<file path="config.mk">
export PLATFORM = sky130hd
export DESIGN_NAME = muldiv_unit
export DESIGN_NICKNAME = d
export VERILOG_FILES = /design/src/rtl/muldiv_unit_pkg.sv /design/src/rtl/muldiv_unit_div_iter.sv /design/src/rtl/muldiv_unit.sv
export SDC_FILE = /design/constraint.sdc
export NUM_CORES = 2
export LEC_CHECK = 0
export CORE_ASPECT_RATIO = 0.8
export CORE_MARGIN = 2
export CORE_UTILIZATION = 31
export CTS_BUF_LIST = sky130_fd_sc_hd__clkbuf_8
export CTS_CLUSTER_DIAMETER = 30
export DETAILED_ROUTE_END_ITERATION = 7
export GPL_ROUTABILITY_DRIVEN = 0
export HOLD_SLACK_MARGIN = 0.12
export PLACE_DENSITY_LB_ADDON = 0.25
export SLEW_MARGIN = 20
export SYNTH_ARGS = -nofsm -noshare
export SYNTH_HDL_FRONTEND = slang
export SYNTH_SLANG_ARGS = --single-unit
</file>
<file path="constraint.sdc">
create_clock -name clk -period 11.2 [get_ports clk]
set_clock_uncertainty 0.2 [all_clocks]
set_input_delay 2.24 -clock clk [delete_from_list [all_inputs] [get_ports clk]]
set_output_delay 2.24 -clock clk [all_outputs]
set_load 0.02 [all_outputs]
</file>
<file path="src/rtl/muldiv_unit_pkg.sv">
// Shared encodings for the HI/LO multiply/divide engine: MulOpE opcodes and
// sequencer states.
package muldiv_unit_pkg;

    localparam logic [1:0] MULOP_MULT  = 2'b00;
    localparam logic [1:0] MULOP_MULTU = 2'b01;
    localparam logic [1:0] MULOP_DIV   = 2'b10;
    localparam logic [1:0] MULOP_DIVU  = 2'b11;

    typedef enum logic [1:0] {
        IDLE = 2'd0,
        MUL  = 2'd1,
        DIV  = 2'd2,
        FIX  = 2'd3
    } md_state_t;

endpackage

</file>
<file path="src/rtl/muldiv_unit_div_iter.sv">
// Radix-2 restoring divider on unsigned magnitudes: one quotient bit per cycle,
// WIDTH cycles per divide, done asserted during the final step.
module div_iter
    import muldiv_unit_pkg::*;
#(
    parameter int WIDTH = 32
) (
    input  logic             clk,
    input  logic             reset,
    input  logic             start,
    input  logic [WIDTH-1:0] a_mag,
    input  logic [WIDTH-1:0] b_mag,
    output logic             done,
    output logic [WIDTH-1:0] quo,
    output logic [WIDTH-1:0] rem
);
    localparam int CW = $clog2(WIDTH);
    localparam logic [CW-1:0] CNT_INIT = CW'(WIDTH - 1);

    logic             active_r;
    logic [CW-1:0]    cnt_r;
    logic [WIDTH-1:0] rem_r;
    logic [WIDTH-1:0] quo_r;
    logic [WIDTH-1:0] div_r;

    logic [WIDTH:0]   rem_sh_s;
    logic [WIDTH:0]   diff_s;
    logic             ge_s;

    // Partial remainder gains one bit, so compare at WIDTH+1 to keep the carry.
    assign rem_sh_s = {rem_r, quo_r[WIDTH-1]};
    assign diff_s   = rem_sh_s - {1'b0, div_r};
    assign ge_s     = ~diff_s[WIDTH];

    assign done = active_r & (cnt_r == {CW{1'b0}});
    assign quo  = quo_r;
    assign rem  = rem_r;

    // Load on start, then one shift/subtract step per cycle while active.
    always_ff @(posedge clk or posedge reset) begin
        if (reset) begin
            active_r <= 1'b0;
            cnt_r    <= {CW{1'b0}};
            rem_r    <= {WIDTH{1'b0}};
            quo_r    <= {WIDTH{1'b0}};
            div_r    <= {WIDTH{1'b0}};
        end else if (start) begin
            active_r <= 1'b1;
            cnt_r    <= CNT_INIT;
            rem_r    <= {WIDTH{1'b0}};
            quo_r    <= a_mag;
            div_r    <= b_mag;
        end else if (active_r) begin
            rem_r <= ge_s ? diff_s[WIDTH-1:0] : rem_sh_s[WIDTH-1:0];
            quo_r <= {quo_r[WIDTH-2:0], ge_s};
            if (cnt_r == {CW{1'b0}}) begin
                active_r <= 1'b0;
            end else begin
                cnt_r <= cnt_r - {{(CW-1){1'b0}}, 1'b1};
            end
        end else begin
            active_r <= 1'b0;
        end
    end

endmodule

</file>
<file path="src/rtl/muldiv_unit.sv">
// EX-stage multiply/divide engine owning HI/LO: fixed-latency MULT/MULTU,
// iterative DIV/DIVU with sign fixup, and MTHI/MTLO writes.
module muldiv_unit
    import muldiv_unit_pkg::*;
#(
    parameter int MUL_CYCLES = 5,
    parameter int WIDTH      = 32
) (
    input  logic             clk,
    input  logic             reset,
    input  logic             StartE,
    input  logic [1:0]       MulOpE,
    input  logic             MTHILOE,
    input  logic             HiLoSelE,
    input  logic [WIDTH-1:0] SrcAE,
    input  logic [WIDTH-1:0] SrcBE,
    output logic             Mul_BusyE,
    output logic [WIDTH-1:0] HI,
    output logic [WIDTH-1:0] LO
);
    localparam logic [3:0] MUL_CNT_INIT = 4'(MUL_CYCLES - 1);

    md_state_t          state_r;
    logic [3:0]         cnt_r;
    logic [2*WIDTH-1:0] prod_r;
    logic [WIDTH-1:0]   hi_r;
    logic [WIDTH-1:0]   lo_r;
    logic [WIDTH-1:0]   orig_a_r;
    logic               neg_q_r;
    logic               neg_r_r;
    logic               dz_r;

    logic               is_signed_s;
    logic               is_div_s;
    logic               a_neg_s;
    logic               b_neg_s;
    logic [WIDTH-1:0]   a_mag_s;
    logic [WIDTH-1:0]   b_mag_s;
    logic [2*WIDTH-1:0] a_ext_s;
    logic [2*WIDTH-1:0] b_ext_s;
    logic [2*WIDTH-1:0] prod_s;
    logic               div_start_s;
    logic               div_done_s;
    logic [WIDTH-1:0]   quo_s;
    logic [WIDTH-1:0]   rem_s;
    logic [WIDTH-1:0]   q_fix_s;
    logic [WIDTH-1:0]   r_fix_s;

    assign is_signed_s = (MulOpE == MULOP_MULT) || (MulOpE == MULOP_DIV);
    assign is_div_s    = (MulOpE == MULOP_DIV)  || (MulOpE == MULOP_DIVU);
    assign a_neg_s     = is_signed_s & SrcAE[WIDTH-1];
    assign b_neg_s     = is_signed_s & SrcBE[WIDTH-1];
    assign a_mag_s     = a_neg_s ? -SrcAE : SrcAE;
    assign b_mag_s     = b_neg_s ? -SrcBE : SrcBE;

    // Sign-extended operands multiplied modulo 2^(2*WIDTH) give the signed product.
    assign a_ext_s = a_neg_s ? {{WIDTH{1'b1}}, SrcAE} : {{WIDTH{1'b0}}, SrcAE};
    assign b_ext_s = b_neg_s ? {{WIDTH{1'b1}}, SrcBE} : {{WIDTH{1'b0}}, SrcBE};
    assign prod_s  = a_ext_s * b_ext_s;

    assign div_start_s = (state_r == IDLE) & StartE & is_div_s;
    assign q_fix_s     = neg_q_r ? -quo_s : quo_s;
    assign r_fix_s     = neg_r_r ? -rem_s : rem_s;

    // Busy follows StartE combinationally so the next instruction stalls at issue.
    assign Mul_BusyE = ~reset & (StartE | (state_r != IDLE));
    assign HI        = hi_r;
    assign LO        = lo_r;

    div_iter #(.WIDTH(WIDTH)) u_div_iter (
        .clk   (clk),
        .reset (reset),
        .start (div_start_s),
        .a_mag (a_mag_s),
        .b_mag (b_mag_s),
        .done  (div_done_s),
        .quo   (quo_s),
        .rem   (rem_s)
    );

    // Sequencer and HI/LO registers; HI/LO change only on their single write edge.
    always_ff @(posedge clk or posedge reset) begin
        if (reset) begin
            state_r  <= IDLE;
            cnt_r    <= 4'd0;
            prod_r   <= {(2*WIDTH){1'b0}};
            hi_r     <= {WIDTH{1'b0}};
            lo_r     <= {WIDTH{1'b0}};
            orig_a_r <= {WIDTH{1'b0}};
            neg_q_r  <= 1'b0;
            neg_r_r  <= 1'b0;
            dz_r     <= 1'b0;
        end else begin
            case (state_r)
                IDLE: begin
                    if (StartE && !is_div_s) begin
                        prod_r <= prod_s;
                        if (MUL_CYCLES == 1) begin
                            hi_r <= prod_s[2*WIDTH-1:WIDTH];
                            lo_r <= prod_s[WIDTH-1:0];
                        end else begin
                            cnt_r   <= MUL_CNT_INIT;
                            state_r <= MUL;
                        end
                    end else if (StartE) begin
                        neg_q_r  <= a_neg_s ^ b_neg_s;
                        neg_r_r  <= a_neg_s;
                        dz_r     <= (SrcBE == {WIDTH{1'b0}});
                        orig_a_r <= SrcAE;
                        state_r  <= DIV;
                    end else if (MTHILOE && HiLoSelE) begin
                        hi_r <= SrcAE;
                    end else if (MTHILOE) begin
                        lo_r <= SrcAE;
                    end else begin
                        state_r <= IDLE;
                    end
                end
                MUL: begin
                    cnt_r <= cnt_r - 4'd1;
                    if (cnt_r == 4'd1) begin
                        hi_r    <= prod_r[2*WIDTH-1:WIDTH];
                        lo_r    <= prod_r[WIDTH-1:0];
                        state_r <= IDLE;
                    end else begin
                        state_r <= MUL;
                    end
                end
                DIV: begin
                    if (div_done_s) begin
                        state_r <= FIX;
                    end else begin
                        state_r <= DIV;
                    end
                end
                FIX: begin
                    hi_r    <= dz_r ? orig_a_r : r_fix_s;
                    lo_r    <= dz_r ? {WIDTH{1'b1}} : q_fix_s;
                    state_r <= IDLE;
                end
                default: begin
                    state_r <= IDLE;
                end
            endcase
        end
    end

endmodule
</file>
---- Word-level counts from Yosys, hierarchy flattened ----
Index checks and enable logic that the tools add are counted.
Widths: inputs -> output; s select.
cells by class
  $mul .................................... 1
  reduce and logical (&&, ||, !) cells .... 20
  bitwise logic cells ..................... 11
  multiplexer cells ....................... 39
  equality and inequality tests ........... 16
  add/sub/neg operators ................... 7
operators by type and width
  operator             count
  $mux 32              20
  $pmux 32 s3          2
  $mux 64              2
  $neg 32->32          4
  $mul 64x64->64       1
  $sub 33x32->33       1
  $logic_not 32->1     1
  $mux 5               3
  $ne 2x2->1 const B   6
  $eq 2x2->1 const B   4
  $mux 2               4
  $pmux 2 s4           1
  $pmux 4 s2           1
  $reduce_and 2->1     4
  $and 1x1->1          6
  $reduce_and 6->1     1
  $reduce_bool 2->1    3
  $logic_not 5->1      1
  $mux 1               5
  $reduce_and 5->1     1
  $sub 5x1->5 const B  1
  $eq 4x1->1 const B   1
  $logic_not 2->1      2
  $mux 4               1
  other kinds (13)     18
storage, ports and cells
  output and inout bits ................... 65
  logic and storage cells ................. 108
  bits of input ports ..................... 71
  register bits after elaboration ......... 271

---- Depth between registers and ports, before layout ----
  word-level depth ........................ 6
  mapped depth ............................ 36
  gate-level depth less buffers ........... 32

---- By module ----
From an unflattened synthesis, not the netlist that was laid out.
unflattened totals
  cell total of the unflattened synthesis .. 7213
  area, all modules ....................... 64934.8 sq um
by module, submodules not included
  module       area each (sq um)  sequential area each (sq um)  instances  cells an instance
  muldiv_unit  58361.0            4229.1                        1          6455
  div_iter     6573.8             2552.4                        1          758

---- Worst setup path before layout ----
Ideal clock, no wire load.
  kind .................................... input-to-reg
  start point ............................. in MulOpE[0]
  end point ............................... reg prod_r[58]
  setup slack ............................. -0.207 ns
  required time ........................... 10.880 ns
  arrival ................................. 11.087 ns
  path buffers ............................ 5
  setup time .............................. 0.120 ns
  stages .................................. 31
  cell sequence ........................... clkbuf_1 > nor2b_1 > clkbuf_1 > clkbuf_1 > clkbuf_1 > nand2_1 > fa_1 > inv_1 > fa_1 > fa_1 > inv_1 > fa_1 > inv_1 > fa_1 > fa_1 > fa_1 > fa_1 > fa_1 > inv_1 > fa_1 > inv_1 > ha_1 > clkbuf_1 > nand3_1 > or2_2 > nor2_1 > a21boi_0 > a41oi_1 > a211oi_2 > o21ai_0 > a31o_2
on the way
  word-level cells in the longest chain between the ends .. 5
  elaborated cells between the ends (all ways) .. 13
  classes of those cells .................. mul (1); eq/ne (2); mux (2); bitwise (2); reduce/logical (6)
ends and longest elaborated chain
  element                                                    RTL line                              RTL
  start, declared                                            muldiv_unit.sv:12                     input logic [1:0] MulOpE,
  $eq 2x2->1, or another cell as far along                   muldiv_unit.sv:49, muldiv_unit.sv:50
  $logic_or 1x1->1 (on tied branches)                        muldiv_unit.sv:49, muldiv_unit.sv:50
  $and 1x1->1, or another cell as far along                  muldiv_unit.sv:51                     assign a_neg_s = is_signed_s & SrcAE[WIDTH-1];
  $mux 64, or another cell as far along                      muldiv_unit.sv:57                     assign a_ext_s = a_neg_s ? {{WIDTH{1'b1}}, SrcAE} : {{WIDTH{1'b0}}, SrcAE};
  $mul 64x64->64 / $reduce_and 2->1 (equally long branches)  n/a
  end signal, assigned                                       muldiv_unit.sv:86                     prod_r <= {(2*WIDTH){1'b0}};
  end signal, assigned                                       muldiv_unit.sv:97                     prod_r <= prod_s;
  end, declared                                              muldiv_unit.sv:25                     logic [2*WIDTH-1:0] prod_r;
Several ways; a longest one is shown, not always the timed one.
A chain may end at the register's enable or synchronous reset.

---- Worst setup path after layout ----
  start point ............................. in MulOpE[0]
  end point ............................... reg prod_r[63]
Same word-level chain as after synthesis.

==> flow_metrics.env <==
export IMPL_wl_per_cell_microns=21.1
export IMPL_cp_arrival_ns=11.22
export IMPL_syn_avg_cell_area_sq_um=9.06
export IMPL_synth_edf_count=0
export IMPL_first_pass_iters=5
export IMPL_ys_ff_latch=271
export IMPL_cp_slowest_cell="fa_1"
export IMPL_fp_dieW_microns=514
export IMPL_h_tree_depth=2
export IMPL_endpoint_kind="flop"
export IMPL_start_util_pct=31.3
export IMPL_fin_crit_sh_pct=96.8
export IMPL_synthTopCellsByArea="fa_1, dfrtp_1, inv_1"
export IMPL_grt_max_degree=101
export IMPL_rsz0062_at_grt="no"
export IMPL_core_area_sq_um=207000
export IMPL_min_from="prod_r[18]"
export IMPL_drive_above_1_share_pct=11.0
export IMPL_r2r_start="u_div_iter.quo[31]"
export IMPL_die_y_microns=412
export IMPL_drt_iter0_markers=3832
export IMPL_synth_area_leader_cell="fa_1"
export IMPL_io_pins=136
export IMPL_outcome="complete, no violations"
export IMPL_worstSkewPairLatency_ns=0.66
export IMPL_fin_crit_ns=10.84
export IMPL_rr_worst_depth=14
export IMPL_cts_tree="built"
export IMPL_dieArea_sq_um=212000
export IMPL_synthFlopType="dfrtp_1"
export IMPL_io_buffers=135
export IMPL_worst_endpoint_required_ns=11.58
export IMPL_ys_warn_count=0
export IMPL_crit_fanout=12
export IMPL_final_common_cell="inv_1"
export IMPL_gr_total_overflow=0
export IMPL_synth_distinct_cells=80
export IMPL_synth_top_area_share_pct=44.0
export IMPL_holdPathStages=2
export IMPL_max_cap_viol_count=0
export IMPL_postCtsHoldBufs=0
export IMPL_hold_path_class="reg2reg"
export IMPL_n_fill_cell=21180
export IMPL_vias=49779
export IMPL_reg2reg_slack_ns=7.19
export IMPL_rows=149
export IMPL_area_growth_pct=15.6
export IMPL_grt_pass1_vias=53617
export IMPL_ant_nets=0
export IMPL_track_usage_pct=20.9
export IMPL_layout_common_cells="inv_1, fa_1, nand2_1, and2_1, buf_4"
export IMPL_worst_pin_slew_ns=1.11
export IMPL_async_reset_ff_share_pct=100
export IMPL_cts_made_buffers=60
export IMPL_fmax_mhz=92.2
export IMPL_hold_viol=0
export IMPL_drv_slew=0
export IMPL_hold_end="prod_r[18]"
export IMPL_multi_input_area_sq_um=50600
export IMPL_syn_nets=8975
export IMPL_max_slew_margin_rel_pct=25.7
export IMPL_r2r_end="u_div_iter.rem[9]"
export IMPL_crit_path_max_incr_delay_ns=0.64
export IMPL_grt_pass1_wl_mm=338
export IMPL_critPathLaunchType="primary input"
export IMPL_fin_nets=9397
export IMPL_cts_root_buf="clkbuf_8"
export IMPL_clock_path_buffers=3
export IMPL_routed_wl_mm=218
export IMPL_ys_seq_area_share_pct=10.5
export IMPL_syn_area_sq_um=64600
export IMPL_via_per_inst=4.82
export IMPL_synthCells=7133
export IMPL_grt_antenna_before_repair=11
export IMPL_setup_viol=0
export IMPL_final_seq_area_sq_um=6790
export IMPL_whs_ns=0.273
export IMPL_drc=0
export IMPL_crit_type="in2reg"
export IMPL_dp_hpwl_mm=186
export IMPL_path_clk_slew_ns=0.06
export IMPL_clock_sinks=271
export IMPL_crit_top_cell="fa_1"
[how the worst max path moves through the flow]
| stage | from | cells after the start | slack (ns) | to |
|---|---|---|---|---|
| global placement | MulOpE[0] | 34 | -0.39 | prod_r[61] |
| CTS | MulOpE[0] | 31 | 0.21 | prod_r[58] |
| finish | MulOpE[0] | 30 | 0.36 | prod_r[63] |
| global route | MulOpE[0] | 35 | 0.01 | prod_r[61] |
| detailed placement | MulOpE[0] | 31 | -0.48 | prod_r[58] |
| floorplan | MulOpE[0] | 31 | 0.04 | prod_r[58] |
[repair_timing]
action / 4_1_cts / 5_1_grt
setup endpoints to repair: 0 / 12
gates resized for setup: 0 / 15
buffers inserted: 0 / 1
[layer usage]
metal | track usage [%] | part of all wire (%) | vias up
li1 | - | - | 22222
met2 | 32.5 | 44 | 1450
met4 | 4.03 | 2.0 | 0
met1 | 31.2 | 48 | 25928
met5 | 0 | 0 | -
met3 | 2.59 | 6.6 | 179
[critical path, delay by kind of cell]
| family | cells | cell delay [ns] |
|---|---|---|
| compound gates | 4 | 0.95 |
| fa+ha+maj | 11 | 5.56 |
| buf+inv | 10 | 1.49 |
| simple gates | 5 | 0.94 |
[kinds of logic (layout without fill, tap and decap cells)]
group           after synthesis  after routing  share of synthesized area, %
xor+xnor                    257            257                          3.48
fa+ha+maj                  1773           1773                          50.8
buf+inv                    1965           2435                          11.4
simple gates               1961           1961                          14.8
other cells                   0              4                             0
mux                          85             85                          1.33
compound gates              821            821                          7.63
flops                       271            271                          10.5
[area by class of cell]
type	count	share of cell area (%)
multi-input combinational	4897	67.7
sequential	271	9.09
timing repair buffer	762	8.86
inverter	1563	7.86
tap	2718	4.55
clock buffer	68	1.25
clock inverter	42	0.673
antenna	4	0.0134
[through the flow]
stage / worst slack, ns / util [%] / instances / setup TNS, ns / area, sq um
6_report: 0.357 / 36.1 / 10325 / 0 / 74700
2_1_floorplan: 0.0444 / - / 7133 / 0 / 64600
3_3_place_gp: -0.386 / 35.4 / 10210 / -4.59 / 73200
5_1_grt: 0.0113 / 36.1 / 10322 / 0 / 74700
3_5_place_dp: -0.478 / 35.4 / 10210 / -6.19 / 73200
4_1_cts: 0.215 / 36.1 / 10320 / 0 / 74700
[sequential cells by signal, summed over array words and instances (netlist names), 4 cells and up]
register,flops
HI,32
LO,32
cnt_r,4
orig_a_r,32
prod_r,64
u_div_iter.cnt_r,5
u_div_iter.div_r,32
u_div_iter.quo,32
u_div_iter.rem,32
[Yosys cell counts (12+ instances only)]
master	number
a211oi_1	23
a21o_1	38
a21oi_1	205
a31oi_1	25
and2_1	594
and3_1	13
buf_1	49
clkbuf_1	346
dfrtp_1	271
fa_1	1420
ha_1	351
inv_1	1562
mux2i_1	79
nand2_1	909
nand2b_1	33
nand3_1	44
nand4_1	19
nor2_1	179
nor2b_1	30
nor3_1	42
nor3b_1	12
o211ai_1	20
o21a_1	20
o21ai_0	330
o21bai_1	15
o31ai_1	42
o41ai_1	18
or3_1	23
or4_1	13
xnor2_1	168
xor2_1	89
Power is left out: the tool's default activity adds up to more than one toggle a clock period on the data nets, which glitch-free logic cannot reach.
